==> config.mk <==
export PLATFORM = sky130hd
export DESIGN_NAME = mem_access
export DESIGN_NICKNAME = d
export VERILOG_FILES = /design/src/rtl/mem_access.sv
export SDC_FILE = /design/constraint.sdc
export NUM_CORES = 1
export LEC_CHECK = 0
export ABC_AREA = 1
export BUFFER_PORTS_ARGS = -buffer_cell sky130_fd_sc_hd__buf_2
export CAP_MARGIN = 20
export CORE_MARGIN = 5
export CORE_UTILIZATION = 52
export DETAILED_ROUTE_END_ITERATION = 8
export GPL_ROUTABILITY_DRIVEN = 1
export PLACE_DENSITY = 0.85
export SETUP_SLACK_MARGIN = 0.2
export SYNTH_ARGS = -nofsm -noshare
export SYNTH_HDL_FRONTEND = slang
export SYNTH_SLANG_ARGS = --single-unit
==> constraint.sdc <==
create_clock -name clk_i -period 2.5 [get_ports clk_i]
set_input_delay 0.5 -clock clk_i [delete_from_list [all_inputs] [get_ports clk_i]]
set_output_delay 0.5 -clock clk_i [all_outputs]
set_load 0.02 [all_outputs]
==> src/rtl/mem_access.sv <==
// Load/store unit between the pipeline and the data memory: one access in flight, fixed ACC_LAT response latency.
// Optional build macro MEM_ACCESS_MISALIGN_TRAP_EN: misaligned requests skip memory and report a fault with the address.
module mem_access #(
    parameter int unsigned ACC_LAT = 1
) (
    input  logic        clk_i,
    input  logic        rst_i,
    input  logic        in_valid_i,
    output logic        in_ready_o,
    input  logic [31:0] in_addr_i,
    input  logic [31:0] in_wdata_i,
    input  logic        in_wen_i,
    input  logic [1:0]  in_size_i,
    input  logic        in_unsigned_i,
    input  logic [4:0]  in_rd_i,
    output logic        mem_en_o,
    output logic        mem_wr_o,
    output logic [31:0] mem_addr_o,
    output logic [31:0] mem_wdata_o,
    output logic [3:0]  mem_wstrb_o,
    input  logic [31:0] mem_rdata_i,
    output logic        out_valid_o,
    input  logic        out_ready_i,
    output logic [31:0] out_data_o,
    output logic [4:0]  out_rd_o,
    output logic        out_misalign_o
);

    typedef enum logic [1:0] {IDLE = 2'd0, ACCESS = 2'd1, WAIT = 2'd2, RESP = 2'd3} state_t;

    localparam logic [3:0] CNT_INIT = 4'(ACC_LAT - 1);

    state_t      state_q, state_d;
    logic [3:0]  cnt_q, cnt_d;
    logic [31:0] addr_q, addr_d;
    logic [31:0] wdata_q, wdata_d;
    logic        wen_q, wen_d;
    logic [1:0]  size_q, size_d;
    logic        uns_q, uns_d;
    logic [4:0]  rd_q, rd_d;
    logic [31:0] data_q, data_d;
`ifdef MEM_ACCESS_MISALIGN_TRAP_EN
    logic        mis_q, mis_d;
`endif

    function automatic logic is_misaligned(input logic [1:0] size, input logic [1:0] off);
        case (size)
            2'b00:   is_misaligned = 1'b0;
            2'b01:   is_misaligned = off[0];
            default: is_misaligned = (off != 2'b00);
        endcase
    endfunction

    function automatic logic [3:0] store_strb(input logic [1:0] size, input logic [1:0] off);
        case (size)
            2'b00:   store_strb = 4'b0001 << off;
            2'b01:   store_strb = 4'b0011 << off;
            default: store_strb = 4'b1111;
        endcase
    endfunction

    function automatic logic [31:0] load_data(input logic [31:0] rdata, input logic [1:0] size,
                                              input logic [1:0] off, input logic uns);
        logic [31:0] sh;
        sh = rdata >> {off, 3'b000};
        case (size)
            2'b00:   load_data = uns ? {24'h000000, sh[7:0]} : {{24{sh[7]}}, sh[7:0]};
            2'b01:   load_data = uns ? {16'h0000, sh[15:0]} : {{16{sh[15]}}, sh[15:0]};
            default: load_data = rdata;
        endcase
    endfunction

    // State and capture registers with synchronous reset
    always_ff @(posedge clk_i) begin
        if (rst_i) begin
            state_q <= IDLE;
            cnt_q   <= 4'd0;
            addr_q  <= 32'h0;
            wdata_q <= 32'h0;
            wen_q   <= 1'b0;
            size_q  <= 2'b00;
            uns_q   <= 1'b0;
            rd_q    <= 5'd0;
            data_q  <= 32'h0;
`ifdef MEM_ACCESS_MISALIGN_TRAP_EN
            mis_q   <= 1'b0;
`endif
        end else begin
            state_q <= state_d;
            cnt_q   <= cnt_d;
            addr_q  <= addr_d;
            wdata_q <= wdata_d;
            wen_q   <= wen_d;
            size_q  <= size_d;
            uns_q   <= uns_d;
            rd_q    <= rd_d;
            data_q  <= data_d;
`ifdef MEM_ACCESS_MISALIGN_TRAP_EN
            mis_q   <= mis_d;
`endif
        end
    end

    // Next-state logic; the response word is formed at the end of ACCESS so it stays frozen through RESP
    always_comb begin
        state_d = state_q;
        cnt_d   = cnt_q;
        addr_d  = addr_q;
        wdata_d = wdata_q;
        wen_d   = wen_q;
        size_d  = size_q;
        uns_d   = uns_q;
        rd_d    = rd_q;
        data_d  = data_q;
`ifdef MEM_ACCESS_MISALIGN_TRAP_EN
        mis_d   = mis_q;
`endif
        case (state_q)
            IDLE: begin
                if (in_valid_i) begin
                    addr_d  = in_addr_i;
                    wdata_d = in_wdata_i;
                    wen_d   = in_wen_i;
                    size_d  = in_size_i;
                    uns_d   = in_unsigned_i;
                    rd_d    = in_rd_i;
                    data_d  = 32'h0;
`ifdef MEM_ACCESS_MISALIGN_TRAP_EN
                    if (is_misaligned(in_size_i, in_addr_i[1:0])) begin
                        state_d = RESP;
                        data_d  = in_addr_i;
                        mis_d   = 1'b1;
                    end else begin
                        state_d = ACCESS;
                        mis_d   = 1'b0;
                    end
`else
                    state_d = ACCESS;
`endif
                end else begin
                    state_d = IDLE;
                end
            end
            ACCESS: begin
                data_d = wen_q ? 32'h0 : load_data(mem_rdata_i, size_q, addr_q[1:0], uns_q);
                if (ACC_LAT == 32'd1) begin
                    state_d = RESP;
                end else begin
                    state_d = WAIT;
                    cnt_d   = CNT_INIT;
                end
            end
            WAIT: begin
                cnt_d = cnt_q - 4'd1;
                if (cnt_q == 4'd1) begin
                    state_d = RESP;
                end else begin
                    state_d = WAIT;
                end
            end
            RESP: begin
                if (out_ready_i) begin
                    state_d = IDLE;
                end else begin
                    state_d = RESP;
                end
            end
            default: state_d = IDLE;
        endcase
    end

    assign in_ready_o  = (state_q == IDLE);
    assign mem_en_o    = (state_q == ACCESS);
    assign mem_wr_o    = mem_en_o & wen_q;
    assign mem_wstrb_o = mem_wr_o ? store_strb(size_q, addr_q[1:0]) : 4'b0000;
    assign mem_addr_o  = {addr_q[31:2], 2'b00};
    assign mem_wdata_o = wdata_q << {addr_q[1:0], 3'b000};
    assign out_valid_o = (state_q == RESP);
    assign out_data_o  = data_q;
    assign out_rd_o    = rd_q;
`ifdef MEM_ACCESS_MISALIGN_TRAP_EN
    assign out_misalign_o = mis_q;
`else
    assign out_misalign_o = 1'b0;
`endif

endmodule

==> results.md <==
- Status: complete, no violations
- Initial DRT Pass Iterations: 5
- H-tree levels: 3
- Register area share after synthesis: 41.2%
- Final hold vios: 0
- Wire length on met3: 1240 um
- Wire length per cell: 14.8 um
- Tcrit/Tclk final: 86.3%
- Met1 WL: 6620 um
- DIE WIDTH: 112 um
- Fin. max-slew vios: 0
- Pin count of the biggest net entering global routing: 88
- Clk buf depth: 2
- Nets@finish: 1040
- Antenna cells: 0
- Layout cells sized above 1: 30.5%
- Startpoint Class: flop
- Worst hold path class: input port to flop
- Pwr/cell area: 710 mW/mm^2
- Clock Pin Slew Worst Setup and Hold Paths: 0.11 ns
- Synth top area share: 41.2%
- Die area: 0.0125 mm^2
- Power, Total: 4.60 mW
- Area growth syn-to-layout: 20.0%
- Ys Warns: 0
- Max-Cap Viols: 0
- Root Driver: clkbuf_8
- Commonest non-fill, non-tap cells in the layout: nand2_1 (242), buf_2 (214), dfxtp_1 (110), a21oi_1 (88), nor2_1 (72)
- Dpl cells: 1052
- GRT overflow: 0
- DP HPWL: 11700 um
- DRC: 0
- Syn_area_per_cell: 7.00 um^2
- Initial Util: 52.7%
- Final Setup Violations: 0
- Clock period minus worst slack: 2.16 ns
- Vias: 5543
- I/O Pins: 219
- #FFs+latches synth: 111
- Setup crit end kind: output port
- Unrepaired setup endpoints after global routing: false
- Initial antenna violation count: 0
- Core box area: 0.0102 mm^2
- Library cells used by synthesis: 32
- Transition time of the tightest slew-check pin: 0.845 ns
- CTS tree: yes
- Leakage: 3.02 nW
- # hold bufs at CTS: 0
- Relative slew slack: 43.7%
- Post-Synthesis Cells: 771
- PortBufs: 215
- Vias in the first global route: 5265
- Post-synthesis cell area: 0.00539 mm^2
- Rows: 37
- Crit path max fanout: 12
- Synth area leader: dfxtp_1
- CP required: 2.00 ns
- Most common cell after layout, fill and taps aside: nand2_1
- Final ANT Viol Nets: 0
- Max VDD drop: 0.690 mV
- WP data arrival: 1.66 ns
- Hold WS: 0.372 ns
- Starting DRC count in detailed routing: 443
- Fin cells: 1069
- Fmax: 0.464 GHz
- First-pass GRT wire length: 25800 um
- Total GRT Usage: 24.6%
- Metal2 WL: 7450 um
- Worst-Skew Late Latency: 0.36 ns
- Setup TNS: 0 ns
- Kind of critical path: flop to output port
- Clk_skew: 0.0166 ns
- Die height: 112 um
- Via density: 5.19
- Top post-synthesis cells by area: dfxtp_1 (41%), nand2_1 (17%), a21oi_1 (8.2%)
- Number of CTS-inserted buffers: 9
- GPL Wtd Cong: 0.972
- CTS Sinks: 111
- WL final: 15800 um
- Top sig layer: met4
[through the flow]
stage / utilization (%) / setup slack [ns] / cell area [um^2]
2_1_floorplan: - / 0.499 / 5400
6_report: 63.3 / 0.343 / 6470
3_5_place_dp: 61.2 / 0.462 / 6260
5_1_grt: 63.3 / 0.206 / 6470
3_3_place_gp: 61.2 / 0.533 / 6260
4_1_cts: 63.1 / 0.205 / 6450
[worst max-delay path: stages (launching register included)]
cell     delay (ns)
dfxtp_1        0.35
buf_4          0.19
nor2_4         0.30
a22oi_1        0.15
o21ai_0        0.11
buf_2          0.20
[cell families after synthesis]
| group | Yosys count | share of synthesized area (%) |
|---|---|---|
| simple gates | 369 | 28.2 |
| compound gates | 173 | 18.6 |
| buf+inv | 114 | 11.4 |
| flops | 111 | 41.2 |
| fa+ha+maj | 2 | 0.464 |
| xor+xnor | 1 | 0.162 |
| other cells | 1 | 0.0695 |
[sequential cells by signal, summed over array words and instances, names as in the netlist]
name	flops
uns_q	1
wdata_q	32
wen_q	1
state_q	2
out_data_o	32
addr_q	32
size_q	2
out_rd_o	5
cnt_q	4
[path summary, 6_finish.rpt]
path                      start              end  cells after the start  slack, ns
setup / recovery      addr_q[1]  mem_wdata_o[27]                      5       0.34
hold / removal    in_addr_i[21]       addr_q[21]                      3       0.37
setup reg to reg      addr_q[0]   out_data_o[20]                     10       0.68
hold reg to reg       addr_q[3]        addr_q[3]                      2       0.47
[Yosys cell counts]
| library cell | instances |
|---|---|
| nor2_2 | 1 |
| nand3_1 | 28 |
| o211ai_1 | 7 |
| a21oi_1 | 88 |
| inv_2 | 7 |
| dfxtp_1 | 111 |
| a22oi_1 | 16 |
| a31oi_1 | 2 |
| inv_1 | 23 |
| a21oi_2 | 10 |
| conb_1 | 1 |
| o21ai_0 | 29 |
| clkbuf_1 | 23 |
| clkinv_1 | 1 |
| nor2_4 | 3 |
| buf_6 | 2 |
| ha_1 | 2 |
| nand2_4 | 1 |
| nand2_2 | 13 |
| nand3_2 | 2 |
| nor3_1 | 1 |
| o21ai_1 | 6 |
| nand4_1 | 2 |
| nand3_4 | 1 |
| or2_2 | 1 |
| a211oi_1 | 15 |
| buf_8 | 1 |
| nor2_1 | 74 |
| xor2_1 | 1 |
| buf_2 | 22 |
| nand2_1 | 242 |
| buf_4 | 35 |
[report_power, final]
group / internal, mW / switching [mW] / total, mW / leakage [nW]
combinational: 0.501 / 1.07 / 1.57 / 2.02
clock: 0.366 / 0.605 / 0.971 / 0.0898
sequential: 1.94 / 0.114 / 2.06 / 0.909
total: 2.81 / 1.79 / 4.60 / 3.02
[layer usage]
| metal | track usage, % | vias up |
|---|---|---|
| li1 | - | 2786 |
| met1 | 31.2 | 2472 |
| met5 | 0 | - |
| met2 | 40.8 | 236 |
| met3 | 6.03 | 49 |
| met4 | 8.43 | 0 |
[area by class of cell]
| type | count | area, um^2 |
|---|---|---|
| fill | 981 | 3760 |
| multi-input combinational | 549 | 2590 |
| timing repair buffer | 227 | 1190 |
| sequential | 111 | 2220 |
| inverter | 31 | 124 |
| tap | 136 | 170 |
| clock buffer | 9 | 124 |
| clock inverter | 6 | 45.0 |
[timing repair]
action                                 in CTS  in global routing
endpoints found under the hold margin       0                  0
pin swaps                                   1                  1
setup buffers                               0                  1
setup endpoints to repair                  19                 22
cloned                                      1                  0
resized for setup                           4                  6
No activity file was read; power rests on OpenSTA's default activity.
